**config.mk**
```make
export PLATFORM = sky130hd
export DESIGN_NAME = vx_tag_assoc_flat
export DESIGN_NICKNAME = d
export VERILOG_FILES = /design/src/rtl/vx_tag_pkg.sv /design/src/rtl/vx_tag_assoc_if.sv /design/src/rtl/vx_tag_victim_sel.sv /design/src/rtl/vx_tag_assoc.sv /design/src/flat_wrapper.sv
export SDC_FILE = /design/constraint.sdc
export NUM_CORES = 2
export LEC_CHECK = 0
export CAP_MARGIN = 20
export CORE_ASPECT_RATIO = 0.5
export CORE_MARGIN = 3
export CORE_UTILIZATION = 59
export CTS_BUF_LIST = sky130_fd_sc_hd__clkbuf_8
export CTS_CLUSTER_DIAMETER = 120
export CTS_CLUSTER_SIZE = 12
export DETAILED_ROUTE_END_ITERATION = 10
export PLACE_DENSITY_LB_ADDON = 0.12
export RECOVER_POWER = 25
export SLEW_MARGIN = 0
export SYNTH_ARGS = -nofsm -noshare
export SYNTH_HDL_FRONTEND = slang
export SYNTH_HIERARCHICAL = 1
export SYNTH_SLANG_ARGS = --single-unit
export TNS_END_PERCENT = 1
```
**constraint.sdc**
```tcl
create_clock -name clk -period 7.8 [get_ports clk]
set_input_delay 1.56 -clock clk [delete_from_list [all_inputs] [get_ports clk]]
set_output_delay 1.56 -clock clk [all_outputs]
set_load 0.05 [all_outputs]
```
**src/rtl/vx_tag_pkg.sv**
```systemverilog
// Shared constants and types for the set-associative bank tag store.
package vx_tag_pkg;

  localparam int CACHE_SIZE      = 16384;
  localparam int CACHE_LINE_SIZE = 64;
  localparam int NUM_BANKS       = 4;
  localparam int NUM_WAYS        = 4;
  localparam int LINE_ADDR_WIDTH = 26;

  localparam int LINES_PER_BANK  = CACHE_SIZE / (CACHE_LINE_SIZE * NUM_BANKS);
  localparam int NUM_SETS        = LINES_PER_BANK / NUM_WAYS;
  localparam int SET_BITS        = $clog2(NUM_SETS);
  localparam int TAG_BITS        = LINE_ADDR_WIDTH - SET_BITS;
  localparam int WAY_BITS        = (NUM_WAYS > 1) ? $clog2(NUM_WAYS) : 1;
  localparam int WAY_SHIFT       = $clog2(NUM_WAYS);
  localparam int LINE_BITS       = $clog2(LINES_PER_BANK);

  typedef enum logic [1:0] {
    S_INIT  = 2'd0,
    S_IDLE  = 2'd1,
    S_FLUSH = 2'd2
  } tag_state_e;

  typedef struct packed {
    logic                valid;
    logic                dirty;
    logic [TAG_BITS-1:0] tag;
  } tag_entry_t;

endpackage

```
**src/rtl/vx_tag_assoc_if.sv**
```systemverilog
// Request/response bundle between the bank arbiter and the tag store.
interface vx_tag_assoc_if;
  import vx_tag_pkg::*;

  logic                       stall;
  logic                       lookup;
  logic                       write;
  logic                       fill;
  logic [LINE_ADDR_WIDTH-1:0] addr;
  logic                       flush_req;
  logic                       ready;
  logic                       rsp_valid;
  logic                       tag_match;
  logic [WAY_BITS-1:0]        hit_way;
  logic                       evict_valid;
  logic [LINE_ADDR_WIDTH-1:0] evict_addr;
  logic                       flush_done;

  modport master (
    output stall, lookup, write, fill, addr, flush_req,
    input  ready, rsp_valid, tag_match, hit_way, evict_valid, evict_addr, flush_done
  );

  modport slave (
    input  stall, lookup, write, fill, addr, flush_req,
    output ready, rsp_valid, tag_match, hit_way, evict_valid, evict_addr, flush_done
  );

endinterface

```
**src/rtl/vx_tag_victim_sel.sv**
```systemverilog
// Victim picker for one set: lowest invalid way wins, else the round-robin pointer.
module vx_tag_victim_sel
  import vx_tag_pkg::*;
(
  input  logic [NUM_WAYS-1:0] valid,
  input  logic [WAY_BITS-1:0] ptr,
  output logic [WAY_BITS-1:0] victim,
  output logic                use_ptr
);

  always_comb begin
    victim  = ptr;
    use_ptr = 1'b1;
    for (int w = NUM_WAYS - 1; w >= 0; w--) begin
      if (!valid[w]) begin
        victim  = WAY_BITS'(w);
        use_ptr = 1'b0;
      end
    end
  end

endmodule

```
**src/rtl/vx_tag_assoc.sv**
```systemverilog
// N-way set-associative bank tag store with registered lookup/fill response,
// post-reset clearing walk and a flush walk that reports dirty lines.
module vx_tag_assoc
  import vx_tag_pkg::*;
(
  input  logic          clk,
  input  logic          reset,
  vx_tag_assoc_if.slave bus
);

  localparam logic [1:0] ST_INIT  = S_INIT;
  localparam logic [1:0] ST_IDLE  = S_IDLE;
  localparam logic [1:0] ST_FLUSH = S_FLUSH;

  tag_entry_t           entries [NUM_SETS][NUM_WAYS];
  logic [WAY_BITS-1:0]  rr_ptr  [NUM_SETS];

  logic [1:0]           state;
  logic [LINE_BITS-1:0] cnt;

  logic                       rsp_valid_p0;
  logic                       tag_match_p0;
  logic [WAY_BITS-1:0]        hit_way_p0;
  logic                       evict_valid_p0;
  logic [LINE_ADDR_WIDTH-1:0] evict_addr_p0;
  logic                       flush_done_p0;

  logic [SET_BITS-1:0]  req_set;
  logic [TAG_BITS-1:0]  req_tag;
  logic [NUM_WAYS-1:0]  way_valid;
  logic [NUM_WAYS-1:0]  way_match;
  logic                 lk_hit;
  logic [WAY_BITS-1:0]  lk_way;
  logic [WAY_BITS-1:0]  vic_way;
  logic                 vic_use_ptr;
  tag_entry_t           vic_entry;
  logic [SET_BITS-1:0]  fl_set;
  logic [WAY_BITS-1:0]  fl_way;
  tag_entry_t           fl_entry;
  logic [SET_BITS-1:0]  init_set;
  logic                 accept_idle;

  assign req_set  = bus.addr[SET_BITS-1:0];
  assign req_tag  = bus.addr[LINE_ADDR_WIDTH-1:SET_BITS];
  assign init_set = SET_BITS'(cnt);
  assign fl_set   = SET_BITS'(cnt >> WAY_SHIFT);
  assign fl_way   = WAY_BITS'(cnt % NUM_WAYS);
  assign fl_entry = entries[fl_set][fl_way];

  // A same-cycle flush request swallows any lookup/fill.
  assign accept_idle = (state == ST_IDLE) && !bus.stall && !bus.flush_req;

  always_comb begin
    lk_hit = 1'b0;
    lk_way = '0;
    for (int w = 0; w < NUM_WAYS; w++) begin
      way_valid[w] = entries[req_set][w].valid;
      way_match[w] = entries[req_set][w].valid && (entries[req_set][w].tag == req_tag);
    end
    for (int w = NUM_WAYS - 1; w >= 0; w--) begin
      if (way_match[w]) begin
        lk_hit = 1'b1;
        lk_way = WAY_BITS'(w);
      end
    end
  end

  vx_tag_victim_sel u_victim_sel (
    .valid   (way_valid),
    .ptr     (rr_ptr[req_set]),
    .victim  (vic_way),
    .use_ptr (vic_use_ptr)
  );

  assign vic_entry = entries[req_set][vic_way];

  // Stage p0: control, walk counter and registered response
  always_ff @(posedge clk) begin
    if (!reset) begin
      state          <= ST_INIT;
      cnt            <= '0;
      rsp_valid_p0   <= 1'b0;
      tag_match_p0   <= 1'b0;
      hit_way_p0     <= '0;
      evict_valid_p0 <= 1'b0;
      evict_addr_p0  <= '0;
      flush_done_p0  <= 1'b0;
    end else if (state == ST_INIT) begin
      if (cnt == LINE_BITS'(NUM_SETS - 1)) begin
        state <= ST_IDLE;
        cnt   <= '0;
      end else begin
        cnt <= cnt + 1'b1;
      end
    end else if (!bus.stall) begin
      rsp_valid_p0   <= 1'b0;
      evict_valid_p0 <= 1'b0;
      flush_done_p0  <= 1'b0;
      case (state)
        ST_IDLE: begin
          if (bus.flush_req) begin
            state <= ST_FLUSH;
            cnt   <= '0;
          end else if (bus.fill) begin
            rsp_valid_p0   <= 1'b1;
            tag_match_p0   <= 1'b0;
            hit_way_p0     <= vic_way;
            evict_valid_p0 <= vic_entry.valid && vic_entry.dirty;
            evict_addr_p0  <= {vic_entry.tag, req_set};
          end else if (bus.lookup) begin
            rsp_valid_p0 <= 1'b1;
            tag_match_p0 <= lk_hit;
            hit_way_p0   <= lk_way;
          end
        end
        ST_FLUSH: begin
          evict_valid_p0 <= fl_entry.valid && fl_entry.dirty;
          evict_addr_p0  <= {fl_entry.tag, fl_set};
          if (cnt == LINE_BITS'(LINES_PER_BANK - 1)) begin
            state         <= ST_IDLE;
            flush_done_p0 <= 1'b1;
            cnt           <= '0;
          end else begin
            cnt <= cnt + 1'b1;
          end
        end
        default: begin
          state <= ST_INIT;
          cnt   <= '0;
        end
      endcase
    end
  end

  // Storage is not reset; the INIT walk clears it.
  always_ff @(posedge clk) begin
    if (reset) begin
      if (state == ST_INIT) begin
        for (int w = 0; w < NUM_WAYS; w++) entries[init_set][w] <= '0;
        rr_ptr[init_set] <= '0;
      end else if (state == ST_FLUSH && !bus.stall) begin
        entries[fl_set][fl_way].valid <= 1'b0;
        entries[fl_set][fl_way].dirty <= 1'b0;
      end else if (accept_idle) begin
        if (bus.fill) begin
          entries[req_set][vic_way] <= '{valid: 1'b1, dirty: 1'b0, tag: req_tag};
          if (vic_use_ptr)
            rr_ptr[req_set] <= (rr_ptr[req_set] == WAY_BITS'(NUM_WAYS - 1)) ? '0
                                                                             : rr_ptr[req_set] + 1'b1;
        end else if (bus.lookup && bus.write && lk_hit) begin
          entries[req_set][lk_way].dirty <= 1'b1;
        end
      end
    end
  end

  assign bus.ready       = (state == ST_IDLE);
  assign bus.rsp_valid   = rsp_valid_p0;
  assign bus.tag_match   = tag_match_p0;
  assign bus.hit_way     = hit_way_p0;
  assign bus.evict_valid = evict_valid_p0;
  assign bus.evict_addr  = evict_addr_p0;
  assign bus.flush_done  = flush_done_p0;

  // Installing a tag that is already resident would create a duplicate line.
  a_no_dup_fill: assert property (@(posedge clk) disable iff (!reset)
    (accept_idle && bus.fill) |-> !lk_hit);

endmodule

```
**src/flat_wrapper.sv**
```systemverilog
// flat-port wrapper written by rule: the top's interface ports become plain ports
module vx_tag_assoc_flat import vx_tag_pkg::*;
  (clk, reset, bus_stall, bus_lookup, bus_write, bus_fill, bus_addr, bus_flush_req, bus_ready, bus_rsp_valid, bus_tag_match, bus_hit_way, bus_evict_valid, bus_evict_addr, bus_flush_done);
  vx_tag_assoc_if bus_i ();
  input  logic clk;
  input  logic reset;
  input wire logic [$bits(bus_i.stall)-1:0] bus_stall;
  input wire logic [$bits(bus_i.lookup)-1:0] bus_lookup;
  input wire logic [$bits(bus_i.write)-1:0] bus_write;
  input wire logic [$bits(bus_i.fill)-1:0] bus_fill;
  input wire logic [$bits(bus_i.addr)-1:0] bus_addr;
  input wire logic [$bits(bus_i.flush_req)-1:0] bus_flush_req;
  output wire logic [$bits(bus_i.ready)-1:0] bus_ready;
  output wire logic [$bits(bus_i.rsp_valid)-1:0] bus_rsp_valid;
  output wire logic [$bits(bus_i.tag_match)-1:0] bus_tag_match;
  output wire logic [$bits(bus_i.hit_way)-1:0] bus_hit_way;
  output wire logic [$bits(bus_i.evict_valid)-1:0] bus_evict_valid;
  output wire logic [$bits(bus_i.evict_addr)-1:0] bus_evict_addr;
  output wire logic [$bits(bus_i.flush_done)-1:0] bus_flush_done;
  assign bus_i.stall = bus_stall;
  assign bus_i.lookup = bus_lookup;
  assign bus_i.write = bus_write;
  assign bus_i.fill = bus_fill;
  assign bus_i.addr = bus_addr;
  assign bus_i.flush_req = bus_flush_req;
  assign bus_ready = bus_i.ready;
  assign bus_rsp_valid = bus_i.rsp_valid;
  assign bus_tag_match = bus_i.tag_match;
  assign bus_hit_way = bus_i.hit_way;
  assign bus_evict_valid = bus_i.evict_valid;
  assign bus_evict_addr = bus_i.evict_addr;
  assign bus_flush_done = bus_i.flush_done;
  vx_tag_assoc u_core (.clk(clk), .reset(reset), .bus(bus_i));
endmodule
```
**Yosys cells after proc, flatten, opt, wreduce, memory -nomap -nowiden**

Memory sizes are Yosys's and may differ from the RTL's. A register that Yosys moved wholly into a read port is not among the register bits.
Index checks and enable logic that the tools add are counted.

- Order comparisons: 6
- Bitwise logic cells: 198
- Eq/ne operators: 15
- Mux-type cells: 290
- Add/subtract/negate cells: 2
- Reductions and logical operators: 27

Operator list:

| kind | count |
|---|---|
| $mux 96 | 8 |
| $mux 1 | 235 |
| $demux 24 s2 | 4 |
| $or 1x1->1 | 192 |
| $reduce_or 96->1 | 2 |
| $mux 24 | 6 |
| $bmux 24 s2 | 2 |
| $eq 22x22->1 | 4 |
| $mux 26 | 2 |
| $pmux 26 s2 | 1 |
| $mux 23 | 2 |
| $mux 2 | 17 |
| $mux 6 | 5 |
| $mux 4 | 5 |
| $logic_and 1x1->1 | 14 |
| $pmux 6 s2 | 1 |
| $reduce_and 5->1 | 2 |
| $ge 3x3->1 const B | 3 |
| $lt 3x1->1 const B | 3 |
| $not 2->3 | 3 |
| $add 6x1->6 const B | 1 |
| $eq 6x4->1 const B | 1 |
| $eq 6x6->1 const B | 1 |
| $eq 2x2->1 const B | 2 |
| other kinds (15) | 22 |

- Memory bits (writable): 1,568
- Register bits: 40
- Memories kept: 2
- Output and inout bits: 33
- Word-level logic and storage cells: 548

Memory list:

| memory | depth | width | read ports | clocked after memory_dff | wr ports | RTL line | source |
|---|---|---|---|---|---|---|---|
| u_core.entries | 16 | 96 | 2 | 1 | 1 | vx_tag_assoc.sv:15 | `tag_entry_t entries [NUM_SETS][NUM_WAYS];` |
| u_core.rr_ptr | 16 | 2 | 1 | 0 | 1 | vx_tag_assoc.sv:16 | `logic [WAY_BITS-1:0] rr_ptr [NUM_SETS];` |

**Logic depth before layout (Yosys ltp)**

An unclocked memory read counts as a cell.

- Depth in word-level cells: 18
- Depth in mapped cells: 24

**Hierarchy**

The synthesis kept the hierarchy.

Modules (own cells, without submodules):

| module | area each (µm²) | sequential area each (µm²) | cells an instance | instances |
|---|---|---|---|---|
| vx_tag_assoc | 79,283.5 | 47,966.0 | 4,478 | 1 |
| vx_tag_victim_sel | 41.3 | 0.0 | 7 | 1 |

**Least setup slack after synthesis**

No wires, ideal clock.

- Path type: input port to flip-flop
- Start point: input port bus_addr[0]
- End point: memory u_core/entries[9][72] (netlist name) (enable)
- Path slack: 405 ps
- Stages on the path: 18
- Data arrival time: 6,987 ps
- Buffers on the path: 12
- Setup time: 408 ps
- Data required time: 7,392 ps
- Cell sequence: buf_4 buf_6 buf_6 buf_6 buf_6 buf_4 buf_2 buf_2 buf_2 buf_2 mux4_2 mux4_2 nand3b_1 and3_1 clkbuf_1 o31a_1 clkbuf_1 a21oi_1

- Elaborated cells on any way between the ends: 142
- Those cells by class: order compare: 4; eq/ne: 4; mux: 26; bitwise: 98; reduce/logical: 8; memory: 2

RTL lines:

| element | RTL line | source |
|---|---|---|
| start: declaration | flat_wrapper.sv:11 | `input wire logic [$bits(bus_i.addr)-1:0] bus_addr;` |
| $mem_v2 16x2 / $mem_v2 16x96 (equally long branches) | -- |  |
| $mux 2 (3 in series) | vx_tag_victim_sel.sv:15 | `if (!valid[w]) begin` |
| $mux 2 (*) | vx_tag_victim_sel.sv:15 |  |
| net u_core.vic_way[0] | vx_tag_assoc.sv:34 | `logic [WAY_BITS-1:0] vic_way;` |
| $not 2->3 (implied by the code) (*) | vx_tag_assoc.sv:146 | `entries[req_set][vic_way] <= '{valid: 1'b1, dirty: 1'b0, tag: req_tag};` |
| $ge 3x3->1 (implied by the code) / $lt 3x1->1 (equally long branches) | vx_tag_assoc.sv:146 |  |
| $logic_and 1x1->1 (implied by the code) | vx_tag_assoc.sv:146 |  |
| $mux 24 (implied by the code) | vx_tag_assoc.sv:146 |  |
| $demux 24 s2 (*) | vx_tag_assoc.sv:146 |  |
| $mux 96 (implied by the code) (*) | vx_tag_assoc.sv:146 |  |
| $or 1x1->1 (no source line) | -- |  |
| $reduce_or 96->1 (no source line) | -- |  |
| $mux 4 (no source line) / $mux 96 (equally long branches) | -- |  |
| end: declaration | vx_tag_assoc.sv:15 |  |

Mark *: on every way through the listed nets, which the timed path passes. The rest lies on a longest branch.

**Worst setup path in the final report**

- Start point: input port bus_addr[1]
- End point: memory u_core/entries[11][46] (netlist name) (enable)

- Elaborated cells on any way between the ends: 142
- Those cells by class: order compare: 4; eq/ne: 4; mux: 26; bitwise: 98; reduce/logical: 8; memory: 2

RTL lines:

| element | RTL line | source |
|---|---|---|
| $mem_v2 16x96 (*) | -- |  |
| net u_core.way_valid[0] | vx_tag_assoc.sv:30 | `logic [NUM_WAYS-1:0] way_valid;` |
| $logic_and 1x1->1 | vx_tag_assoc.sv:58 | `way_match[w] = entries[req_set][w].valid && (entries[req_set][w].tag == req_tag);` |
| $mux 1 | vx_tag_assoc.sv:61 | `if (way_match[w]) begin` |
| $logic_and 1x1->1 | vx_tag_assoc.sv:150 | `end else if (bus.lookup && bus.write && lk_hit) begin` |
| $mux 1 | vx_tag_assoc.sv:150 |  |
| $mux 1 | vx_tag_assoc.sv:145 | `if (bus.fill) begin` |
| $mux 1 | vx_tag_assoc.sv:144 | `end else if (accept_idle) begin` |
| $mux 1 | vx_tag_assoc.sv:141 | `end else if (state == ST_FLUSH && !bus.stall) begin` |
| $mux 1 | vx_tag_assoc.sv:138 | `if (state == ST_INIT) begin` |
| $mux 1 | vx_tag_assoc.sv:137 | `if (reset) begin` |
| $mux 96 (implied by the code) | vx_tag_assoc.sv:151 | `entries[req_set][lk_way].dirty <= 1'b1;` |
| $or 1x1->1 (no source line) | -- |  |
| $reduce_or 96->1 (no source line) | -- |  |
| $mux 4 (no source line) / $mux 96 (equally long branches) | -- |  |

Marked as above.

==> results.yml <==
worst_setup_path:
  critPathLaunch: "bus_addr[1]"
  crit_end: "u_core/entries[11][46]"
  crit_required_ps: 8410
  r2r_slack_ps: 870
  reg2reg_depth: 10
  path_class: "input pin to flop"
  endpoint_kind: "flop"
  crit_arrival_ps: 8050
  timing.rr.end: "u_core/entries[11][46]"
  reg2reg_from: "u_core/cnt[0]"
  critPathMaxFanout: 86
  start_kind: "input pin"
cts:
  cts_setup_buffers: 0
  hold_buffers: 0
  cts_root_buf: "clkbuf_8"
  cts-buffers-inserted: 160
  cts_tree: "yes"
  clk_pin_slew_ps: 90
  cts.repair.resized: 0
  cts_num_sinks: 1612
  clk_latency_ps: 930
  htree_levels: 4
  cts_buffer_depth: 4
sta:
  setup_tns_ps: 0
  layout_setup_ws_ps: 359
  fin_crit_sh_pct: 95.4
  slew_headroom_pct: -102
  holdWs_ps: 456
  setup_viol: 0
  hold_viol: 0
  period_minus_slack_ps: 7440
  fmax_mhz: 134
  slew_viol_final: 63
  rsz0062_at_grt: "no"
  worstMarginPinSlew_ps: 3040
  skew_ps: 83.0
route:
  drtIter0Drc: 8993
  route.detailed.wl_per_inst_um: 43.1
  antenna_left: 0
  vias_per_cell: 7.83
  vias: 50500
  drc: 0
  drt-pass1-iter-count: 7
  routed_wl_um: 278000
finish:
  layout_common_cells: "1568 x edfxtp_1, 789 x mux4_2, 253 x mux2i_1, 231 x nand2_1, 190 x a21oi_1"
  final_cells: 6455
  final_core_util_pct: 65.6
  final_common_cell: "edfxtp_1"
  fin_area_um2: 86800
  fin_nets: 4679
  area_growth_syn_to_layout_pct: 9.45
  drive_gt1_share_pct: 31.4
global_routing:
  grt_max_degree: 108
  track_usage_pct: 40.2
  grt_pass1_vias: 49100
  antenna_found_initial: 21
  grt_pass1_wl_um: 387000
  overflow: 0
logic_synthesis:
  yosysWarnings: 6
  syn_area_um2: 79300
  synth_edf_count: 1568
  async_reset_ff_share_pct: 0
  synthFlopType: "edfxtp_1"
  ys_ff_latch: 1612
  syn_inst: 4485
  seq_area_frac_synth_pct: 60.5
  ys_top_cells_by_area: "edfxtp_1 59%, mux4_2 22%, mux2i_1 3.2%"
  ys_types: 93
  syn_nets: 4526
  yosysTopAreaCell: "edfxtp_1"
  syn_avg_cell_area_um2: 17.7
  synth_top_area_share_pct: 59.4
min_path:
  min_path_type: "flop to flop"
floorplan:
  coreArea_um2: 132000
  start_util_pct: 59.9
  die_y_um: 265
  rows: 94
  ioPinCount: 66
  die-width_um: 525
  die_area_um2: 139000
outcome:
  status: "finished with violations"
  violations: "capacitance limit, slew limit"
placement:
  gp_congestion: 0.987
  pre_cts_slack_ps: 313
  dp_hpwl_um: 180000
  placed_cells: 6251
  placed_area_um2: 84700
  port-buffer-count: 65
power:
  power_density_nw_per_um2: 234
  leakagePower_nw: 28.1
  max-vdd-ir-drop_v: 0.000156
  finalPower_mw: 20.3
run:
  drv_cap: 2
## where the power goes
part,switching [mW],internal (mW)
sequential,0.315,10.1
combinational,3.05,2.04
clock,2.89,1.91
## logic make-up (layout without fill, tap and decap cells)
family / after synthesis / after routing / share of synthesized area [%]
flops: 1612 / 1612 / 60.5
mux: 1085 / 1085 / 26.2
compound gates: 667 / 667 / 5.87
other cells: 0 / 3 / 0
xor+xnor: 107 / 107 / 1.18
simple gates: 602 / 602 / 3.53
fa+ha+maj: 8 / 8 / 0.126
buf+inv: 404 / 595 / 2.60
## final cells by class
class                           count  area, µm²
Inverter                           26        104
Antenna cell                        3       7.51
Fill cell                        9008      45600
Clock inverter                     36        160
Multi-Input combinational cell   2469      29900
Timing Repair Buffer              369       4150
Clock buffer                      164       2260
Tap cell                         1776       2220
Sequential cell                  1612      48000
## how the worst min path moves through the flow
stage	from	endpoint	slack (ps)	cells past startpoint
global placement	u_core/bus.evict_addr[21]	u_core/bus.evict_addr[21]	440	2
finish	u_core/bus.evict_addr[12]	u_core/bus.evict_addr[12]	460	2
global route	u_core/bus.evict_addr[10]	u_core/bus.evict_addr[10]	480	2
floorplan	u_core/state[1]	u_core/state[1]	490	2
detailed placement	u_core/bus.evict_addr[12]	u_core/bus.evict_addr[12]	440	2
CTS	u_core/bus.evict_addr[12]	u_core/bus.evict_addr[12]	460	2
## Yosys cell counts (all sizes together), types with 18 or more instances
cell type / count
clkbuf: 161
a211oi: 41
edfxtp: 1568
a31oi: 21
mux2i: 254
a221oi: 30
nor2b: 35
a22oi: 83
buf: 217
o21ai: 97
a21oi: 275
nor2: 155
dfxtp: 44
o211ai: 32
nor3: 31
mux4: 789
xnor2: 77
nand3: 56
nand2: 231
inv: 18
xor2: 30
mux2: 42
## sequential cells by signal (all words and copies together), names as in the netlist, named ones only
signal and cells:
u_core/rr_ptr 32, u_core/bus.flush_done 1, u_core/bus.evict_valid 1, u_core/bus.hit_way 2, u_core/entries 1536, u_core/bus.tag_match 1, u_core/bus.evict_addr 26, u_core/cnt 6
u_core/bus.rsp_valid 1, u_core/state 2
## critical path: stages
cell       delay, ps
buf_8            700
buf_12           270
clkbuf_1         850
mux4_2           420
a22oi_1          100
nand2_1          460
o2111ai_1        200
nor4_1           930
nand3_1          580
and3_1           450
a221oi_4         620
clkbuf_1         510
a21oi_1          230
## per-layer routing
layer	up-vias	global-route usage, %	part of all wire (%)
li1	19000	-	-
met1	26300	57.9	36
met2	4498	54.4	41
met3	727	18.0	18
met4	18	14.9	4.5
met5	-	0	0.049
No activity file was read; power rests on OpenSTA's default activity.
